### config.mk
export PLATFORM = sky130hd
export DESIGN_NAME = reg_wb_queue
export DESIGN_NICKNAME = d
export VERILOG_FILES = /design/src/rtl/reg_wb_queue.sv
export SDC_FILE = /design/constraint.sdc
export NUM_CORES = 1
export LEC_CHECK = 0
export ABC_AREA = 1
export BUFFER_PORTS_ARGS = -buffer_cell sky130_fd_sc_hd__buf_4
export CAP_MARGIN = 10
export CORE_MARGIN = 2
export CORE_UTILIZATION = 64
export DETAILED_ROUTE_END_ITERATION = 10
export PLACE_DENSITY_LB_ADDON = 0.1
export REMOVE_ABC_BUFFERS = 1
export SLEW_MARGIN = 40
export SYNTH_ARGS = -nofsm -noshare
export SYNTH_HDL_FRONTEND = slang
export SYNTH_SLANG_ARGS = --single-unit
### constraint.sdc
create_clock -name clk -period 6.6 [get_ports clk]
set_input_delay 0.66 -clock clk [delete_from_list [all_inputs] [get_ports clk]]
set_output_delay 0.66 -clock clk [all_outputs]
set_load 0.02 [all_outputs]
### src/rtl/reg_wb_queue.sv
// Write-back queue: buffers {addr,data} requests and drains one per cycle onto the reg16 write bus as one-hot ld + Din.
// Latency: an entry accepted at edge k into an empty queue drives ld during cycle k..k+1 and is written into reg16 at edge k+1.
// Backpressure: wb_ready drops when DEPTH entries are queued, with no pass-through even on a same-cycle pop; rf_stall holds the drain.
//
// Ports: clk/reset (sync, active-low); wb_valid/wb_ready/wb_addr/wb_data request side;
//        rf_stall, ld, Din register-file write bus; chk_addr/chk_hit/chk_data forwarding lookup;
//        count = occupied entries.
// Optional macro WB_ZERO_REG_EN: requests to register 0 are accepted but dropped, and lookups of 0 miss.

module reg_wb_queue #(
   parameter int DATA_W = 16,
   parameter int ADDR_W = 3,
   parameter int DEPTH  = 4
) (
   input  logic                         clk,
   input  logic                         reset,
   input  logic                         wb_valid,
   output logic                         wb_ready,
   input  logic [ADDR_W-1:0]            wb_addr,
   input  logic [DATA_W-1:0]            wb_data,
   input  logic                         rf_stall,
   output logic [(1<<ADDR_W)-1:0]       ld,
   output logic [DATA_W-1:0]            Din,
   input  logic [ADDR_W-1:0]            chk_addr,
   output logic                         chk_hit,
   output logic [DATA_W-1:0]            chk_data,
   output logic [$clog2(DEPTH):0]       count
);

   localparam int PTR_W = $clog2(DEPTH);
   localparam int CNT_W = PTR_W + 1;

   logic [ADDR_W-1:0] mem_addr [DEPTH];
   logic [DATA_W-1:0] mem_data [DEPTH];
   logic [PTR_W-1:0]  wr_ptr;
   logic [PTR_W-1:0]  rd_ptr;
   logic [PTR_W-1:0]  lk_idx;

   logic push_acc;   // handshake completes
   logic push_store; // handshake completes and the entry is kept
   logic pop;
   logic keep;
   logic chk_en;

`ifdef WB_ZERO_REG_EN
   assign keep   = (wb_addr != '0);
   assign chk_en = (chk_addr != '0);
`else
   assign keep   = 1'b1;
   assign chk_en = 1'b1;
`endif

   assign wb_ready   = reset && (count != CNT_W'(DEPTH));
   assign push_acc   = wb_valid && wb_ready;
   assign push_store = push_acc && keep;
   // The head is only valid if it was stored before this edge, so an
   // empty queue never pops in the same cycle it is filled.
   assign pop        = reset && (count != '0) && !rf_stall;

   always_comb begin
      ld  = '0;
      Din = '0;
      if (pop) begin
         ld[mem_addr[rd_ptr]] = 1'b1;
         Din                  = mem_data[rd_ptr];
      end
   end

   // Walk oldest to newest so the last match left standing is the newest.
   // Uses pre-edge contents, so the entry popping this cycle still hits.
   always_comb begin
      chk_hit  = 1'b0;
      chk_data = '0;
      lk_idx   = '0;
      for (int i = 0; i < DEPTH; i++) begin
         lk_idx = rd_ptr + PTR_W'(i);
         if (chk_en && (CNT_W'(i) < count) && (mem_addr[lk_idx] == chk_addr)) begin
            chk_hit  = 1'b1;
            chk_data = mem_data[lk_idx];
         end
      end
   end

   // Entry storage carries no reset; validity is tracked by count.
   always_ff @(posedge clk) begin
      if (push_store) begin
         mem_addr[wr_ptr] <= wb_addr;
         mem_data[wr_ptr] <= wb_data;
      end
   end

   always_ff @(posedge clk) begin
      if (!reset) begin
         wr_ptr <= '0;
         rd_ptr <= '0;
         count  <= '0;
      end else begin
         if (push_store) wr_ptr <= wr_ptr + PTR_W'(1);
         if (pop)        rd_ptr <= rd_ptr + PTR_W'(1);
         unique case ({push_store, pop})
            2'b10:   count <= count + CNT_W'(1);
            2'b01:   count <= count - CNT_W'(1);
            default: count <= count;
         endcase
      end
   end

endmodule
# Word-level counts from Yosys, hierarchy flattened
# Memories as Yosys holds them, arrays and structs flattened. A register that Yosys moved wholly into a read port is not among the register bits.
# Cells that the tools add are included.
word_totals:
  ff_bits: 7
  ramBits: 76
  inputBits: 26
  out_inout_bits: 45
  word_cells: 55
  mem_count: 2
memory_table:
  columns: ["name", "depth", "word_bits", "read_ports", "rd_clocked_by_memory_dff", "write_ports", "line", "text"]
  rows:
  - ["mem_data", 4, 16, 4, 1, 1, "34", "logic [DATA_W-1:0] mem_data [DEPTH];"]
  - ["mem_addr", 4, 3, 4, 1, 1, "33", "logic [ADDR_W-1:0] mem_addr [DEPTH];"]
classes:
  n_addsub: 6
  order_cmp: 6
  eq_ne: 7
  mux: 19
  reduce_logical: 12
ops:
  columns: ["operator", "n"]
  rows:
  - ["two-way mux 16 bit", 5]
  - ["equality test 3 bit", 4]
  - ["logical AND 1 bit", 9]
  - ["two-way mux 2 bit", 4]
  - ["two-way mux 8 bit", 1]
  - ["two-way mux 1 bit", 7]
  - ["< comparator 1 x 3 -> 1 bit (first input constant)", 2]
  - ["< comparator 2 x 3 -> 1 bit (first input constant)", 2]
  - ["case mux 3 bit (2 select lines)", 1]
  - ["adder 2 x 1 -> 2 bit (second input constant)", 2]
  - ["adder 2 bit (second input constant)", 2]
  - ["< comparator 3 x 4 -> 1 bit (second input constant)", 1]
  - ["adder 3 x 1 -> 3 bit (second input constant)", 1]
  - ["demux 1 bit (select 3 bit)", 1]
  - [">= comparator 3 x 1 -> 1 bit (second input constant)", 1]
  - ["!= test 3 bit (second input constant)", 1]
  - ["nonzero test 3 bit", 1]
  - ["subtractor 3 x 1 -> 3 bit (second input constant)", 1]
  - ["equality test 2 x 1 -> 1 bit (second input constant)", 1]
  - ["equality test 2 bit (second input constant)", 1]
  - ["nonzero test 2 bit", 1]
  - ["zero test 1 bit", 1]

# Depth between registers and ports, before layout
# An unclocked memory read counts as a cell.
depth:
  word_depth: 7
  depth_mapped: 17
  mapped_depth_nobuf: 14

# Worst setup path before layout
# Ideal clock, no wire load.
synth_timing:
  path_type: "register to register"
  from: "reg count[0]"
  to: "mem mem_addr[0][0] (enable)"
  setup_ns: 0.395
  t_arrival_ns: 2.388
  required_ns: 6.205
  path_slack_ns: 3.817
  stages_incl_launch_ff: 6
  path_buffers: 0
  period_less_slack_ns: 2.783
  path_cell_list: "dfxtp_1 > inv_1 > ha_1 > a21oi_1 > nand2_1 > nor2_1"
synth_between:
  elab_chain_len: 5
synth_lines:
  columns: ["element", "line", "text"]
  rows:
  - ["from (decl)", "27", "output logic [$clog2(DEPTH):0] count"]
  - ["from (signal assigned)", "101", "2'b10: count <= count + CNT_W'(1);"]
  - ["from (signal assigned)", "102", "2'b01: count <= count - CNT_W'(1);"]
  - ["from (signal assigned)", "103", "default: count <= count;"]
  - ["!= test 3 bit", "53", "assign wb_ready = reset && (count != CNT_W'(DEPTH));"]
  - ["logical AND 1 bit", "53", null]
  - ["named net wb_ready", "18", "output logic wb_ready,"]
  - ["logical AND 1 bit", "54", "assign push_acc = wb_valid && wb_ready;"]
  - ["two-way mux 1 bit", "86", "if (push_store) begin"]
  - ["two-way mux 1 bit (implied by the code)", "87", "mem_addr[wr_ptr] <= wb_addr;"]
  - ["to (decl)", "33", null]
# The timed path passes the listed nets, and every way through them passes these cells.

# Final worst setup path
layout_timing:
  from: "reg rd_ptr[0]"
  to: "out chk_data[14]"
layout_between:
  elab_chain_len: 7
  word_cells_on_any_way: 14
  classes_between: "add/sub: 3; eq/ne: 3; mux: 3; reduce/logical: 3; memory: 2"
layout_lines:
  columns: ["element", "line", "text"]
  rows:
  - ["from (decl)", "36", "logic [PTR_W-1:0] rd_ptr;"]
  - ["from (signal assigned)", "99", "if (pop) rd_ptr <= rd_ptr + PTR_W'(1);"]
  - ["adder 2 x 1 -> 2 bit", "76", "lk_idx = rd_ptr + PTR_W'(i);"]
  - ["memory read (4 x 3 bit)", null, null]
  - ["equality test 3 bit", "77", "if (chk_en && (CNT_W'(i) < count) && (mem_addr[lk_idx] == chk_addr)) begin"]
  - ["logical AND 1 bit", "77", null]
  - ["two-way mux 16 bit (2 in series)", "77", null]
  - ["two-way mux 16 bit *", "77", null]
  - ["to (decl)", "26", "output logic [DATA_W-1:0] chk_data,"]
# Mark *: on every way between the ends. The rest lies on a longest branch, timed or not.

==> metrics <==
Yosys warning count 0; worst hold path cell count 1; Die ar. 10300 sq um; buffers and inverters on the worst path 2; standard cell core area 9200 sq um; element type at the critical path start flip-flop; leftover overflow at the end of global routing 0; Sinks on Clock Net 85; detailed-route via count 6132; H-tree lvl count 3; cell row count 35; endpoint with the worst hold slack mem_data[1][12]; maximum VDD drop 166 uV; average wire per cell in the routed design 16.4 microns; startpoint of the most critical hold path wb_data[12]; detailed-routing iteration count for the pre-antenna-repair pass 6; wire length of the first global-routing pass 26000 microns; Final Hold Fails 0; Worst Path Arrival 3690 ps; Worst-path clk slew 100 ps; overall track demand over capacity in global routing 0.326; FMAX 0.230 GHz; mean post-synth cell area 7.05 sq um; number of design-rule violations left by the first detailed-router iteration 501; most used routing layer in global routing met2; critical path type flip-flop to output pin; Largest delay share family, worst path simple AND/OR/NAND/NOR gates; cell with the biggest individual delay on the critical path buf_4; Routability Congestion 0.892; count of final setup violators 0; netlist area before placement 6060 sq um; commonest cells after routing, fill and taps aside nand2_1, o21ai_0, inv_1, buf_4, edfxtp_1; leakage dissipation 3.10 nW; reg2reg end rd_ptr[0]; count of max-cap constraint violations 0; I/O pin total 71; CTS buffer count 9; chain of cells forming the critical path buf_4 > nand2_1 > nand2_4 > nand2_1 > nand3_1 > nand2_1 > nor2_4 > nand2_4 > nand2_1 > nand3_1 > a21oi_1 > buf_4; clock buffer depth 2; reg-to-reg slack, setup 3840 ps; WL final 16700 microns; number of nets with antenna violations after detailed routing 0; antenna violations before repair 0; antenna cell count 0; post-layout minimum cycle time 4350 ps; fill cell total of the finished layout 736; share of cells above drive strength 1 0.133; capturing element type of the critical path output pin; met2 usage in global routing 0.546; Final Max Slew Viols 0; buffers inserted by post-CTS timing repair 0; drt via density 6.04; count of different cell masters after synthesis 32; # hold bufs at CTS 0; Least-Margin Pin Slew 860 ps; RSZ-0062 raised after global routing no; utilization after layout 0.729; CP max stage delay 640 ps; post-CTS resize count 0; cell repeated most along the worst path nand2_1; # DRC 0; Root Buffer Master clkbuf_8; share of the yosys chip area belonging to registers 0.407; most common library cell in the layout ignoring fill and taps nand2_1; met1 track demand over resource in global routing 0.422; quantity of I/O buffers inserted on ports 70; Syn-to-layout area delta 10.7%; vertical die dimension 101 microns; Tightest Hold Check Type input port to flip-flop; Skew-Pair Late Insertion Delay 360 ps; pin count of the biggest net entering global routing 82; Worst EP required 5940 ps; placed insts 1000; initial core utilization 0.659; number of cells produced by synthesis 859; final cell count without fillers 1016; layout net count 935; maximum fanout along the worst path 81; outcome finished clean; met3 demand-to-capacity share in global routing 0.0566; fraction of the cycle the final worst path needs 0.658; post-detail-place hpwl 10700 microns; register bit total from synthesis 85; cell depth of the worst flop-to-flop path 8; launch point of the worst reg-to-reg path count[0]; power density of the placed cells 233 nW/um^2; CTS tree built; Chip Width 101 microns; final sum of negative setup slack 0 ps; tightest slew margin relative to the limit 0.426; vias in the first global route 5458; post-route clock skew 11.4 ps
==> cells in the mapped netlist <==
library cell | instances | area [sq um]
nand3b_1 | 15 | 113
buf_2 | 13 | 65.1
buf_1 | 3 | 11.3
a21oi_2 | 1 | 8.76
inv_1 | 84 | 315
a32oi_1 | 1 | 8.76
clkinv_2 | 1 | 5.00
inv_2 | 1 | 3.75
inv_4 | 2 | 12.5
mux2i_1 | 1 | 10.0
nand2_4 | 5 | 56.3
nor2_8 | 1 | 20.0
nand2_2 | 5 | 31.3
o21ai_0 | 117 | 586
nor2_1 | 21 | 78.8
a21boi_0 | 1 | 7.51
buf_4 | 4 | 30.0
nor2_2 | 2 | 12.5
clkinv_1 | 1 | 3.75
ha_1 | 9 | 113
clkbuf_1 | 21 | 78.8
edfxtp_1 | 76 | 2280
xor2_1 | 1 | 8.76
nand3_1 | 55 | 275
buf_6 | 6 | 67.6
nor2_4 | 4 | 45.0
a22oi_1 | 1 | 7.51
o22ai_1 | 15 | 93.8
nand2_1 | 312 | 1170
o21ai_1 | 1 | 5.00
dfxtp_1 | 9 | 180
a21oi_1 | 70 | 350
==> power breakdown <==
group / internal [W] / switching [W] / total, W
clock network: 0.000138 / 0.000206 / 0.000344
registers: 0.000605 / 0.0000188 / 0.000623
logic: 0.000183 / 0.000411 / 0.000594
total: 0.000926 / 0.000635 / 0.00156
==> registers in the layout, summed over array words and instances, names as in the netlist, named ones only <==
name	flops
rd_ptr	2
count	3
mem_data	64
wr_ptr	2
mem_addr	12
==> through the flow <==
stage / setup WS, ps / power (W) / instance area [sq um] / hold slack, ps
after floorplan: 2120 / 0.00103 / 5800 / 490
final: 2250 / 0.00156 / 6710 / 488
after CTS: 2320 / 0.00155 / 6710 / 479
after global routing: 1960 / 0.00164 / 6710 / 479
after detailed placement: 2700 / 0.00121 / 6530 / 529
after global placement: 2850 / 0.00119 / 6530 / 506
==> cells by family after synthesis <==
kind of cell,count (synthesis),synth area share
fa+ha+maj,9,0.0186
compound gates,207,0.176
xor+xnor,1,0.00145
flops,85,0.407
buf+inv,136,0.0979
simple gates,420,0.298
mux,1,0.00165
==> worst max path at each step <==
stage,from,endpoint,slack [ps],cells after the start
6_report,rd_ptr[0],chk_data[14],2250,12
5_1_grt,rd_ptr[0],chk_data[11],1960,14
4_1_cts,rd_ptr[0],chk_data[14],2320,12
3_5_place_dp,rd_ptr[0],chk_data[14],2700,12
3_3_place_gp,rd_ptr[0],chk_data[14],2850,12
2_1_floorplan,rd_ptr[0],chk_data[14],2120,10
==> metal layers <==
layer,up-vias,share of wire
met1,2762,0.39
met4,0,0.027
li1,2921,-
met5,-,0
met3,63,0.10
met2,386,0.48
==> cell type report <==
cell class              count  area, sq um  share of cell area
inverters                  89          340              0.0507
multi-input cells         638         3010               0.449
flip-flops and latches     85         2460               0.367
clock inverters             7         50.0             0.00746
clock buffers               9          124              0.0185
repair buffers             77          578              0.0862
well taps                 111          139              0.0207
Power figures use the tool's default switching activity.
